===== src/rtl/regfile_wb_queue.sv =====
// Write-back queue in front of the register file: buffers pending writes, drains
// them in FIFO order, and forwards the youngest pending data for a source index.

package regfile_wb_queue_pkg;
  typedef struct packed {
    logic [4:0]  dr;
    logic [31:0] data;
  } wb_entry_t;
endpackage

module regfile_wb_queue
  import regfile_wb_queue_pkg::*;
#(
  parameter int unsigned DEPTH = 4
) (
  input  logic                     clk,
  input  logic                     reset,
  input  logic                     in_valid,
  output logic                     in_ready,
  input  logic [4:0]               in_dr,
  input  logic [31:0]              in_data,
  input  logic                     wb_hold,
  output logic [4:0]               dr,
  output logic [31:0]              wrData,
  output logic                     write,
  input  logic [4:0]               chk_sr,
  output logic                     chk_hit,
  output logic [31:0]              chk_data,
  output logic [$clog2(DEPTH):0]   count
);

  localparam int unsigned PW = $clog2(DEPTH);
  localparam int unsigned CW = PW + 1;

  wb_entry_t       mem [DEPTH];
  logic [PW-1:0]   head;
  logic [PW-1:0]   tail;
  logic            push;
  logic            pop;
  logic [PW-1:0]   scan_idx;

  // Readiness depends only on occupancy so a same-edge pop never frees a slot early.
  assign in_ready = (count < CW'(DEPTH));
  assign push     = in_valid & in_ready;
  assign pop      = ~wb_hold & (count != '0);

  // Storage is not reset; count alone decides which slots hold live entries.
  always_ff @(posedge clk) begin
    if (push) begin
      mem[tail] <= '{dr: in_dr, data: in_data};
    end
  end

  always_ff @(posedge clk) begin
    if (!reset) begin
      head   <= '0;
      tail   <= '0;
      count  <= '0;
      write  <= 1'b0;
      dr     <= '0;
      wrData <= '0;
    end else begin
      if (push) begin
        tail <= tail + PW'(1);
      end
      if (pop) begin
        dr     <= mem[head].dr;
        wrData <= mem[head].data;
        write  <= 1'b1;
        head   <= head + PW'(1);
      end else begin
        write  <= 1'b0;
      end
      count <= count + CW'(push) - CW'(pop);
    end
  end

  // Scan oldest to youngest so later matches override earlier ones.
  always_comb begin
    chk_hit  = 1'b0;
    chk_data = '0;
    scan_idx = '0;
    if (write && (dr == chk_sr)) begin
      chk_hit  = 1'b1;
      chk_data = wrData;
    end
    for (int unsigned i = 0; i < DEPTH; i++) begin
      scan_idx = head + PW'(i);
      if ((CW'(i) < count) && (mem[scan_idx].dr == chk_sr)) begin
        chk_hit  = 1'b1;
        chk_data = mem[scan_idx].data;
      end
    end
  end

endmodule


===== config.mk =====
export PLATFORM = sky130hd
export DESIGN_NAME = regfile_wb_queue
export DESIGN_NICKNAME = d
export VERILOG_FILES = /design/src/rtl/regfile_wb_queue.sv
export SDC_FILE = /design/constraint.sdc
export NUM_CORES = 1
export LEC_CHECK = 0
export CAP_MARGIN = 20
export CORE_MARGIN = 2
export CORE_UTILIZATION = 40
export DETAILED_ROUTE_END_ITERATION = 7
export DONT_BUFFER_PORTS = 1
export GPL_TIMING_DRIVEN = 1
export MAX_ROUTING_LAYER = met4
export PLACE_DENSITY_LB_ADDON = 0.15
export REMOVE_ABC_BUFFERS = 1
export SLEW_MARGIN = 20
export SYNTH_ARGS = -nofsm -noshare
export SYNTH_HDL_FRONTEND = slang
export SYNTH_SLANG_ARGS = --single-unit

===== constraint.sdc =====
create_clock -name clk -period 4.1 [get_ports clk]
set_clock_uncertainty 0.1 [all_clocks]
set_input_delay 0.82 -clock clk [delete_from_list [all_inputs] [get_ports clk]]
set_output_delay 0.82 -clock clk [all_outputs]
set_load 0.01 [all_outputs]

After elaboration in Yosys (flattened, before gate mapping)
Memory sizes are Yosys's and may differ from the RTL's. A register that Yosys moved wholly into a read port is not among the register bits.
Cells that the tools add are included.

word-level totals
  flip-flop bits (word level) = 45
  memory bits (writable) = 148
  latch bits = 0
  word-level logic and storage cells = 47
  ROM bits = 0
  memories kept = 1

cells by class
  shift operators = 0
  reductions and logical operators = 6
  bitwise gates (word level) = 3
  equality and inequality tests = 5
  muxes and demuxes = 15
  magnitude comparators = 5
  add/subtract/negate cells = 6
  div/mod/pow operators = 0
  multipliers = 0

memory list
  name  words  bits a word  read ports  clocked after memory_dff  write ports  RTL line  RTL
  mem   4      37           4           1                         1            35        wb_entry_t mem [DEPTH];

operators with widths
  kind                                                                         number
  32-bit two-way mux                                                           5
  5-bit equality test                                                          5
  1-bit two-way mux                                                            8
  1-bit by 3-bit less-than comparator with 1-bit output, first input constant  2
  2-bit by 3-bit less-than comparator with 1-bit output, first input constant  2
  1-bit logical AND                                                            5
  2-bit by 1-bit adder with 2-bit output, second input constant                2
  2-bit adder, second input constant                                           2
  2-bit two-way mux                                                            2
  3-bit by 1-bit adder with 3-bit output                                       1
  3-bit less-than comparator, second input constant                            1
  3-bit nonzero test                                                           1
  3-bit by 1-bit subtractor with 3-bit output                                  1
  1-bit AND                                                                    2
  1-bit NOT                                                                    1

Depth between registers and ports, before layout
Gate-level depths: netlist of the first run.

  depth after elaboration = 7
  depth in mapped cells = 11
  gate-level depth less buffers = 9

Least setup slack after synthesis of the first run
No wires, ideal clock.

  kind = input to output
  start point = input port chk_sr[1]
  end point = output port chk_data[19]
  stages on the path = 8
  arrival time = 2.470 ns
  setup slack = 0.710 ns
  path through = clkbuf_1 > xor2_1 > nor4_1 > and3_1 > clkbuf_1 > clkbuf_1 > nand3b_1 > a31oi_1

between the ends
  word-level cells in the longest chain between the ends = 7
  elaborated cells on any way between the ends = 15
  classes of those cells = 5 x eq/ne; 5 x mux; 5 x reduce/logical

RTL lines
  item                             RTL line  RTL
  from (decl)                      26        input logic [4:0] chk_sr,
  5-bit equality test              83        if (write && (dr == chk_sr)) begin
  1-bit logical AND                83
  32-bit two-way mux               83
  32-bit two-way mux (3 in a row)  89        if ((CW'(i) < count) && (mem[scan_idx].dr == chk_sr)) begin
  32-bit two-way mux *             89
  to (decl)                        28        output logic [31:0] chk_data,

Every way passes the cells marked *; elsewhere a longest branch is shown, timed or not.

Worst setup path in the final report of the first run
  start point = register head[0]
  end point = output port chk_data[19]

between the ends
  word-level cells in the longest chain between the ends = 7
  elaborated cells on any way between the ends = 13
  classes of those cells = 3 x add/sub; 3 x eq/ne; 3 x mux; 3 x reduce/logical; 1 x memory

RTL lines
  item                                    RTL line  RTL
  from (decl)                             36        logic [PW-1:0] head;
  from (signal assigned)                  70        head <= head + PW'(1);
  2-bit by 1-bit adder with 2-bit output  88        scan_idx = head + PW'(i);
  memory 4 x 37 bit *                     n/a
  5-bit equality test                     89
  1-bit logical AND                       89
  32-bit two-way mux (2 in a row)         89
  32-bit two-way mux *                    89

Marks and branches as above.

==> run metrics, run 1 <==
Critical Path RT 3.18 ns; Sw Ratio 35.8%; total core area 30500 sq um; post-route cell area 13800 sq um; initial antenna violation count 0; sequential power share 36.0%; Clock Path Buffers 2; Unique masters post-synth 46; Crit. End Element output port; area of the multi-input gates 6550 sq um; Worst EP arrival 3.06 ns; Synth Area in XOR/XNOR 2.11%; GRT overflow 0; sequential fraction of the synthesis area 43.6%; drc violations 0; outcome finished clean; worst skew pair latency 0.45 ns; setup repair after global routing missed its margin true; pwr dens 545 nW/um^2; multiplexer share of the synthesized area 27.8%; Layout area overhead 12.0%; CTS Hold Bufs 0; simple-gate share of the synthesized area 12.4%; Setup Crit Path Kind flop to output port; startpoint types flop; DP Worst Slack 0.424 ns; Placed Area 12900 sq um; syn avg cell area 13.2 sq um; EDFF count, synth 148; fmax 251 MHz; Synth area leader edfxtp_1; Layout fillers 2765; hpwl dp 20.8 mm; Slew Viols, Final 0; met2 wire length 17.6 mm; H-tree levels 4; Chip Height 180 um; Met1 Wirelength 14.5 mm; Net Sw Power 0.00270 W; GRT Util Overall 22.1%; Synth Area in Adders 0.971%; diodes inserted 0; CP max stage delay 0.50 ns; GPL Wtd Cong 0.769; commonest non-fill, non-tap cell in the layout edfxtp_1; CTS clock-pin slew for the worst setup and hold paths 0.08 ns; I/O Buffers 0; actual slew at the worst max-slew pin 0.790 ns; Max Cap Viol 0; Worst slew margin 47.4%; largest family of logic cells by synthesized area multiplexers; detailed-route via count 8465; FF/Latch Area 5400 sq um; layout cell share with drive strength beyond 1 30.3%; first-pass GRT wire length 52.3 mm; largest net degree at the start of global routing 83; via/cell ratio 6.32; Mapped Area 12400 sq um; worst vdd rail ir drop 0.000528 V; yosys warns 0; final WL 35.0 mm; Hold WC Path Type input pin to flop; CTS tree built; Setup Viol. Count Final 0; most frequent cells in the layout edfxtp_1 (148), mux4_2 (146), nand2_1 (99); antenna-violating nets left 0; vias in the first global route 8476; IO Pins 121; Die X 180 um; clock share of power 22.6%; Gate power share 41.4%; Worst path most repeated cell buf_4; top-area cell type share of the netlist area 35.9%; asr flop ratio synth 0%; Final Hold Viols 0; Avg WL per Cell 26.2 um; CP cell instances buf_12 > mux4_2 > xor2_1 > nor4_4 > nor3b_4 > buf_4 > clkbuf_16 > nor3_1 > a31oi_1 > buf_4; fin crit share 97.1%; TNS Setup 0 ns; CTS buffer count 17; Synth Area in Compound Gates 9.10%; Leakage 4.18 nW; final net count 986; First-pass DRT Iterations 5; metal3 WL 2.37 mm; slowest CP cell mux4_2; initial DRC count 653; Rows 64; root buffer cell clkbuf_16; Int Pwr 0.00485 W; clock sinks 195; DR top layer met4; Final WS setup 0.118 ns; CP Max Fanout 8; top_reg_cell synth edfxtp_1; Yosys reg bits 195; fin crit period 3.98 ns; Initial Utilization 40.5%; post-synthesis cell count 936; die area 32300 sq um; Synth area leaders edfxtp_1 (36%), mux4_2 (27%), dfxtp_1 (7.6%)
timing repair:
item | in CTS | in global routing
setup buffers | 6 | 14
gates cloned | 0 | 3
hold endpoints to repair | 0 | 0
pin swaps | 0 | 4
setup endpoints to repair | 9 | 29
gates resized for setup | 2 | 15
worst paths after layout:
kind / to / slack, ns / startpoint / depth (start not counted)
setup reg to reg: count[2]$_SDFF_PN0_ / 1.45 / count[0]$_SDFF_PN0_ / 10
hold / removal: mem[1][24]$_DFFE_PP_ / 0.36 / in_data[24] / 0
setup / recovery: chk_data[19] / 0.12 / head[0]$_SDFFE_PN0P_ / 10
hold reg to reg: wrData[4]$_SDFFE_PN0P_ / 0.42 / wrData[4]$_SDFFE_PN0P_ / 2
metrics by stage:
| stage | total power, W | util (%) | hold slack, ns | instances |
|---|---|---|---|---|
| 4_1_cts | 0.00753 | 44.6 | 0.339 | 1323 |
| 5_1_grt | 0.00797 | 45.4 | 0.331 | 1340 |
| 6_report | 0.00755 | 45.4 | 0.361 | 1340 |
| 3_3_place_gp | 0.00574 | 42.4 | 0.409 | 1285 |
| 2_1_floorplan | 0.00504 | - | 0.395 | 836 |
| 3_5_place_dp | 0.00576 | 42.4 | 0.415 | 1285 |
kinds of logic (layout without fill, tap and decap cells):
group                    Yosys count  after routing
flip-flops                       195            195
AND/OR/NAND/NOR                  284            284
multiplexers                     161            161
buffers and inverters            110            118
AO/OA/AOI/OAI                    148            148
adder cells (fa/ha/maj)            9              9
XOR/XNOR                          29             29
power groups by stage:
stage                     Sequential, W  Combinational [W]  Clock, W
after CTS                       0.00278            0.00300   0.00175
after global routing            0.00276            0.00338   0.00182
final                           0.00272            0.00312   0.00171
after floorplan                 0.00297            0.00207         0
after global placement          0.00282            0.00291         0
after detailed placement        0.00283            0.00293         0
worst max-delay path, delay by kind of cell (launching register included):
family	cells	cell delay (ns)
xor+xnor	1	0.18
simple gates	3	0.68
mux	1	0.50
buf+inv	4	0.64
flops	1	0.36
compound gates	1	0.26
routing by layer:
| metal | global-route usage (%) | vias up |
|---|---|---|
| met5 | - | - |
| met4 | 5.50 | 0 |
| met3 | 5.39 | 33 |
| met2 | 36.6 | 263 |
| met1 | 27.2 | 4430 |
| li1 | - | 3739 |
area by class of cell:
type | count | area share [%]
well taps | 396 | 3.58
flip-flops and latches | 195 | 39.0
multi-input cells | 631 | 47.3
clock buffers | 20 | 3.23
inverters | 10 | 0.271
clock inverters | 12 | 1.04
repair buffers | 76 | 5.57
synthesized netlist by cell type (all sizes together) (10+ instances only):
master	count
nor2b	14
and3	22
xnor2	16
clkbuf	46
a22oi	32
dfxtp	47
mux4	146
mux2i	14
and2	33
a21boi	37
nand2	99
buf	54
a31oi	21
nor3	54
a211oi	29
nand3b	42
inv	10
xor2	13
o31ai	21
edfxtp	148
sequential cells by signal, indices dropped and copies added, names as in the netlist, named ones only:
register,count
tail,2
head,2
write,1
wrData,32
count,3
mem,148
dr,5
No activity file was read; power rests on OpenSTA's default activity.
==> inputs of run 2 (changes only) <==
- CORE_MARGIN: 2 -> 3
==> run metrics, run 2 (same netlist as run 1, synthesis figures left out) <==
register bank with the most flops mem; clock share of power 22.5%; I/O Buffers 0; fin crit share 97.6%; antenna-violating nets left 0; largest net degree at the start of global routing 83; outcome finished clean; drc violations 0; Avg WL per Cell 25.5 um; fmax 250 MHz; area of the multi-input gates 6590 sq um; diodes inserted 0; Net Sw Power 0.00270 W; GRT overflow 0; GPL Wtd Cong 0.766; Hold WC Path Type input pin to flop; CTS Hold Bufs 0; FF/Latch Area 5400 sq um; Die X 182 um; GRT Util Overall 20.8%; Crit. End Element output port; clock sinks 195; total core area 30000 sq um; startpoint types flop; CTS buffer count 17; actual slew at the worst max-slew pin 0.798 ns; Sw Ratio 35.9%; most frequent cells in the layout edfxtp_1 (148), mux4_2 (146), nand2_1 (99); via/cell ratio 6.24; Final Hold Viols 0; Gate power share 41.3%; vias in the first global route 8184; final net count 987; IO Pins 121; commonest non-fill, non-tap cell in the layout edfxtp_1; layout cell share with drive strength beyond 1 31.1%; root buffer cell clkbuf_16; Max Cap Viol 0; First-pass DRT Iterations 5; Setup Viol. Count Final 0; Leakage 4.21 nW; initial antenna violation count 0; Clock Path Buffers 2; detailed-route via count 8330; CTS clock-pin slew for the worst setup and hold paths 0.08 ns; Largest register FFs 148; Worst EP arrival 3.08 ns; Setup Crit Path Kind flop to output port; Layout area overhead 12.4%; final WL 34.1 mm; die area 33100 sq um; Chip Height 182 um; fin crit period 4.00 ns; sequential power share 36.2%; initial DRC count 732; worst hold margin 0.360 ns; Layout fillers 2676; Worst slew margin 46.8%; first-pass GRT wire length 50.9 mm; Top Registers mem: 148 flops, wrData: 32 flops, dr: 5 flops; Int Pwr 0.00482 W; Slew Viols, Final 0; Final Core Density 46.3%; hpwl dp 20.5 mm; CP Max Fanout 9; H-tree levels 4; Rows 63; Critical Path RT 3.18 ns; worst skew pair latency 0.45 ns; CTS tree built; worst vdd rail ir drop 0.000593 V; pwr dens 541 nW/um^2; Initial Utilization 41.2%
[run 2: layer usage]
layer	share of wire (%)	track usage (%)
met1	43	27.7
met3	6.6	4.93
met4	0.86	4.42
met5	0	-
met2	49	32.8
[run 2: repair_timing]
action	in CTS	in global routing
endpoints found under the setup margin	11	21
pin swaps	0	4
setup buffers	3	14
gates resized for setup	1	16
cloned	0	3
[run 2: path summary, 6_finish.rpt]
kind | endpoint | from | depth (start not counted) | slack (ns)
worst max-delay path | chk_data[2] | head[0]$_SDFFE_PN0P_ | 11 | 0.1
worst max register to register | count[2]$_SDFF_PN0_ | count[0]$_SDFF_PN0_ | 10 | 1.48
worst min register to register | wrData[3]$_SDFFE_PN0P_ | wrData[3]$_SDFFE_PN0P_ | 2 | 0.42
worst min-delay path | mem[3][33]$_DFFE_PP_ | in_dr[1] | 0 | 0.36
[run 2: power groups by stage]
stage	registers, W	clock network [W]	logic [W]
detailed placement	0.00281	0	0.00296
CTS	0.00275	0.00173	0.00300
global route	0.00276	0.00183	0.00336
floorplan	0.00297	0	0.00207
global placement	0.00280	0	0.00295
finish	0.00272	0.00169	0.00311
[run 2: worst max-delay path, stage by stage (launching register included)]
cell and delay [ns]:
dfxtp_4 0.36, buf_4 0.16, mux4_2 0.57, xor2_4 0.21
buf_12 0.15, buf_4 0.14, nor3b_4 0.21, buf_6 0.16
buf_12 0.15, nor3_1 0.06, a31oi_1 0.27, buf_4 0.18
[run 2: cell type report]
type / instances / area share (%)
multi-input cells: 631 / 47.4
flip-flops and latches: 195 / 38.8
repair buffers: 77 / 5.69
well taps: 390 / 3.51
clock buffers: 18 / 3.24
clock inverters: 14 / 1.04
inverters: 10 / 0.270
[run 2: metrics by stage]
stage	setup TNS, ns	cells	total power (W)	area [sq um]	setup WS [ns]
3_3_place_gp	0	1283	0.00575	13000	0.457
6_report	0	1335	0.00752	13900	0.0985
2_1_floorplan	-141.50	836	0.00504	11900	-4.36
4_1_cts	0	1318	0.00749	13600	0.00130
3_5_place_dp	0	1283	0.00577	13000	0.456
5_1_grt	-0.0279	1335	0.00795	13900	-0.0177
==> inputs of run 3 (changes only) <==
- SLEW_MARGIN: 20 -> 25
==> results of run 3 <==
Same layout as run 2: the final DEF is identical, and so are final timing and power.
